==> src/rtl/i2s_tx_serializer.sv <==
// Philips I2S transmitter: double-buffered left/right pairs serialized MSB-first on sd,
// ws leading data by one slot. All state advances on the falling edge of sck.
module i2s_tx_serializer #(
  parameter int unsigned WORD_WIDTH = 8
) (
  input  logic                  sck,
  input  logic                  rst,
  input  logic                  en,
  input  logic [WORD_WIDTH-1:0] left_data,
  input  logic [WORD_WIDTH-1:0] right_data,
  input  logic                  load_valid,
  output logic                  load_ready,
  input  logic                  underrun_clr,
  output logic                  sd,
  output logic                  ws,
  output logic                  frame_start,
  output logic                  underrun
);

  localparam int unsigned W          = WORD_WIDTH;
  localparam int unsigned FRAME_BITS = 2 * W;
  localparam int unsigned SLOT_W     = (FRAME_BITS > 1) ? $clog2(FRAME_BITS) : 1;

  localparam logic [SLOT_W-1:0] LAST_SLOT = SLOT_W'(FRAME_BITS - 1);
  localparam logic [SLOT_W-1:0] WS_RISE   = SLOT_W'(W - 1);
  localparam logic [SLOT_W-1:0] WS_FALL   = SLOT_W'(2 * W - 2);

  typedef enum logic {
    IDLE = 1'b0,
    RUN  = 1'b1
  } state_t;

  state_t                  state, state_n;
  logic [SLOT_W-1:0]       slot, slot_n;
  logic [FRAME_BITS-1:0]   shreg, shreg_n;
  logic [W-1:0]            hold_left, hold_left_n;
  logic [W-1:0]            hold_right, hold_right_n;
  logic                    hold_full, hold_full_n;
  logic                    underrun_n;
  logic                    frame_start_n;
  logic                    ws_n;
  logic                    load_ready_n;
  logic                    transfer;
  logic                    underrun_set;

  assign sd = shreg[FRAME_BITS-1];

  // Next-state, datapath and output decode
  always_comb begin
    state_n       = state;
    slot_n        = slot;
    shreg_n       = {shreg[FRAME_BITS-2:0], 1'b0};
    hold_left_n   = hold_left;
    hold_right_n  = hold_right;
    hold_full_n   = hold_full;
    frame_start_n = 1'b0;
    ws_n          = 1'b0;
    load_ready_n  = 1'b1;
    transfer      = 1'b0;
    underrun_set  = 1'b0;
    underrun_n    = underrun & ~underrun_clr;

    case (state)
      IDLE: begin
        slot_n  = '0;
        shreg_n = '0;
        if (en && hold_full) begin
          state_n       = RUN;
          shreg_n       = {hold_left, hold_right};
          transfer      = 1'b1;
          frame_start_n = 1'b1;
        end
      end
      RUN: begin
        if (slot == LAST_SLOT) begin
          // Frame boundary: en only matters here, so a started frame always completes
          slot_n = '0;
          if (!en) begin
            state_n = IDLE;
            shreg_n = '0;
          end else if (hold_full) begin
            shreg_n       = {hold_left, hold_right};
            transfer      = 1'b1;
            frame_start_n = 1'b1;
          end else begin
            shreg_n       = '0;
            underrun_set  = 1'b1;
            frame_start_n = 1'b1;
          end
        end else begin
          slot_n = slot + SLOT_W'(1);
        end
      end
      default: begin
        state_n = IDLE;
        slot_n  = '0;
        shreg_n = '0;
      end
    endcase

    // Transfer and accept are mutually exclusive: accept needs an empty buffer
    if (transfer) begin
      hold_full_n = 1'b0;
    end else if (load_valid && !hold_full) begin
      hold_left_n  = left_data;
      hold_right_n = right_data;
      hold_full_n  = 1'b1;
    end

    if (underrun_set) begin
      underrun_n = 1'b1;
    end

    ws_n         = (state_n == RUN) && (slot_n >= WS_RISE) && (slot_n <= WS_FALL);
    load_ready_n = ~hold_full_n;
  end

  // State and output registers
  always_ff @(negedge sck or posedge rst) begin
    if (rst) begin
      state       <= IDLE;
      slot        <= '0;
      shreg       <= '0;
      hold_left   <= '0;
      hold_right  <= '0;
      hold_full   <= 1'b0;
      underrun    <= 1'b0;
      frame_start <= 1'b0;
      ws          <= 1'b0;
      load_ready  <= 1'b1;
    end else begin
      state       <= state_n;
      slot        <= slot_n;
      shreg       <= shreg_n;
      hold_left   <= hold_left_n;
      hold_right  <= hold_right_n;
      hold_full   <= hold_full_n;
      underrun    <= underrun_n;
      frame_start <= frame_start_n;
      ws          <= ws_n;
      load_ready  <= load_ready_n;
    end
  end

endmodule

==> config.mk <==
export PLATFORM = sky130hd
export DESIGN_NAME = i2s_tx_serializer
export DESIGN_NICKNAME = d
export VERILOG_FILES = /design/src/rtl/i2s_tx_serializer.sv
export SDC_FILE = /design/constraint.sdc
export NUM_CORES = 1
export LEC_CHECK = 0
export ABC_AREA = 1
export CORE_MARGIN = 2
export CORE_UTILIZATION = 40
export CTS_CLUSTER_SIZE = 10
export DETAILED_ROUTE_END_ITERATION = 10
export GPL_ROUTABILITY_DRIVEN = 0
export SYNTH_ARGS = -nofsm -noshare
export SYNTH_HDL_FRONTEND = slang
export SYNTH_SLANG_ARGS = --single-unit
==> constraint.sdc <==
create_clock -name sck -period 2.4 [get_ports sck]
set_input_delay 0.24 -clock sck [delete_from_list [all_inputs] [get_ports sck]]
set_output_delay 0.24 -clock sck [all_outputs]
set_load 0.02 [all_outputs]
======== Word-level counts from Yosys, hierarchy flattened ========
Index checks and enable logic that the tools add are counted.
storage, ports and cells
  bits in registers ....................... 42
  output and inout port bits .............. 5
  word-level logic and storage cells ...... 49
cells by class
  multiplexer cells ....................... 24
  reduce and logical (&&, ||, !) cells .... 6
  bitwise logic cells ..................... 5
  eq/ne operators ......................... 1
  add/subtract/negate cells ............... 1
  magnitude comparators ................... 2
operators with widths
  cell                                                                                  count
  16-bit 2-to-1 mux                                                                     4
  16-bit case mux with 2 select lines                                                   1
  1-bit 2-to-1 mux                                                                      14
  4-bit case mux with 2 select lines                                                    1
  1-bit case mux with 2 select lines                                                    3
  4-bit by 1-bit adder with 4-bit output (second input constant)                        1
  4-bit == test (second input constant)                                                 1
  4-bit by 3-bit greater-or-equal comparator with 1-bit output (second input constant)  1
  4-bit <= comparator (second input constant)                                           1
  1-bit logical AND                                                                     4
  4-bit 2-to-1 mux                                                                      1
  1-bit inverter                                                                        4
  2-bit AND reduction                                                                   1
  1-bit bitwise AND                                                                     1
  1-bit zero test                                                                       1

======== Logic depth before layout (Yosys ltp) ========
  depth after elaboration ................. 6
  gate-level depth with buffers ........... 8
  gate-level depth less buffers ........... 8

==> results.md <==
- IO Pins: 26
- H-tree levels: 2
- Starting Density: 0.418
- Post-route cell area: ~2100 sq um
- Cts bufs inserted: 5
- Worst-skew pair later-pin latency: ~0.34 ns
- Cell area power density: roughly 1100 nW/um^2
- NumNets Final: between 200 and 250
- Port-buffer cells: 25
- Status: complete, but fails checks
- Crit-path cells: buf_6
- Synthesized instance count: 153
- Unique masters post-synth: 25
- Slew @ Worst Pin: 0.255 ns
- Post-CTS setup buffers: 0
- YS warnings: 0
- Drt wl/cell: roughly 12 um
- Number of DRC markers in iteration 0: 24
- First-pass GRT wire length: just over 5000 um
- Final core utilization: 0.521
- Setup TNS: -0.00233 ns
- Max cap viols: 0
- CP Launch Type: register
- WP data arrival: approximately 2.2 ns
- Worst slew margin: 0.830
- Die area: approximately 4700 sq um
- Clock buffer depth: 2
- Vias in the first global route: ~1200
- WS Path Type: register to output port
- Via count: 1124
- Core Rows: 23
- Hpwl dp: 1990 um
- Post-route ant nets: 0
- Count of final setup violators: 1
- Worst path slowest cell: dfstp_2
- Chip height: approximately 70 um
- Seq/Total Area, Yosys: 0.629
- Share of cells above drive strength 1: 0.195
- Placed Cells: about 230
- Final Non-Filler Cells: 240
- Worst Hold Class: register to register
- Setup WS post-layout: -0.00233 ns
- DP Area: about 2000 sq um
- Commonest non-fill, non-tap cells in the layout: nand2_1 (50), dfrtn_1 (41), clkdlybuf4s50_1 (20)
- Drt total wl: about 2800 um
- Violated checks: negative setup slack
- CTS tree: built
- #FFs+latches synth: between 40 and 50
- Slew Viols, Final: 0
- Leakage: 1.08 nW
- Worst path required time: ~2.2 ns
- Drt drc: 0
- Crit path max-delay family: flip-flops
- Largest net degree at the start of global routing: 29
- Crit end category: output port
- Worst Path Max Fanout: 1
- Grt total ovfl: 0
- Via density: approximately 4.7
- Die X: between 60 and 70 um
- Synthesized area per cell: approximately 11 sq um
- Most common cell after layout, fill and taps aside: nand2_1
- Buf/Inv on CP: 1
- CP max stage delay: 0.51 ns
- VDD IR max: approximately 0.47 mV
- Unrepaired setup endpoints after global routing: yes
- Mapped Area: around 1700 sq um
- Antenna fix cells: 0
- Root Buffer: clkbuf_8
- Worst Clk Skew: between 0.04 and 0.05 ns
- Antenna violations before repair: 0
- Final Hold Vio Count: 0
- Total GRT Usage: 0.153
- Sink Count: 42
- Post-synth net total: between 150 and 200
- Number of fillers in the final layout: ~370
- 1st-pass router iterations: 4
- Worst slack at placement: -0.274 ns
- Synthesis-to-finish area growth: 24.6%
- Clock Pin Slew Worst Setup and Hold Paths: 0.05 ns
- Core ar.: 4000 sq um
-- logic make-up after synthesis --
kind of cell,after synthesis,synth area share
DFF,42,0.629
muxes,13,0.0875
adders and majority gates,1,0.00748
and+or+nand+nor,71,0.193
AOI/OAI and AO/OA,8,0.0292
buffers and inverters,18,0.0538
-- power by group --
group	internal, mW	total, mW	switching [mW]
Sequential	1.01	1.15	0.141
Combinational	0.334	0.726	0.392
Clock	0.202	0.423	0.221
Total	1.55	2.30	0.753
-- sequential cells by signal, summed over array words and instances (netlist names) --
register     count
frame_start      1
hold_full        1
hold_left        8
hold_right       8
load_ready       1
shreg           16
slot             4
state            1
underrun         1
ws               1
-- metrics by stage --
step / hold slack, ns / power, mW
2_1_floorplan: 0.386 / 1.69
3_3_place_gp: 0.392 / 1.87
3_5_place_dp: 0.397 / 1.92
4_1_cts: 0.396 / 2.35
5_1_grt: 0.413 / 2.51
6_report: 0.395 / 2.30
-- per-layer routing --
metal / vias to the layer above / global-route usage / routed length [um] / share of wire
met5: - / 0 / 0 / 0
met2: 23 / 0.266 / 1430 / 0.50
li1: 550 / - / - / -
met4: 0 / 0.0725 / 52 / 0.018
met3: 7 / 0.0536 / 145 / 0.051
met1: 544 / 0.165 / 1220 / 0.43
-- final timing paths --
path | endpoint | from | slack [ns] | depth (start not counted)
setup reg to reg | shreg[12] | slot[0] | 0.90 | 8
hold / removal | shreg[5] | shreg[4] | 0.39 | 2
setup / recovery | load_ready | load_ready | -0.002 | 1
min in group asynchronous | underrun | rst | 1.39 | 3
hold reg to reg | shreg[5] | shreg[4] | 0.39 | 2
max in group asynchronous | load_ready | rst | 0.72 | 3
-- area by class of cell --
class / count / area, sq um / area share
sequential: 42 / 1050 / 0.505
multi-input combinational: 93 / 531 / 0.255
timing repair buffer: 33 / 304 / 0.146
clock buffer: 7 / 76.3 / 0.0366
tap: 50 / 62.6 / 0.0300
inverter: 14 / 55.1 / 0.0264
clock inverter: 1 / 3.75 / 0.00180
-- synth_stat cells (all sizes together) --
master  instances  share of area
o22ai           1         0.0037
nand3b          1         0.0045
nand2          52           0.13
dfrtn          41           0.61
nand3           4          0.019
inv            15          0.035
mux2           13          0.088
ha              1         0.0075
o21ai           3          0.011
nor2           12          0.037
nor3            1         0.0030
buf             3          0.019
o32ai           1         0.0052
dfstp           1          0.016
a21oi           3         0.0090
nand4           1         0.0037
-- timing repair --
| action | CTS | global route |
|---|---|---|
| resized for setup | 19 | 3 |
| pin swaps | 0 | 1 |
| endpoints found under the setup margin | 5 | 5 |
| hold buffers | 0 | 0 |
Note: power is estimated with default switching activity, not from simulation.
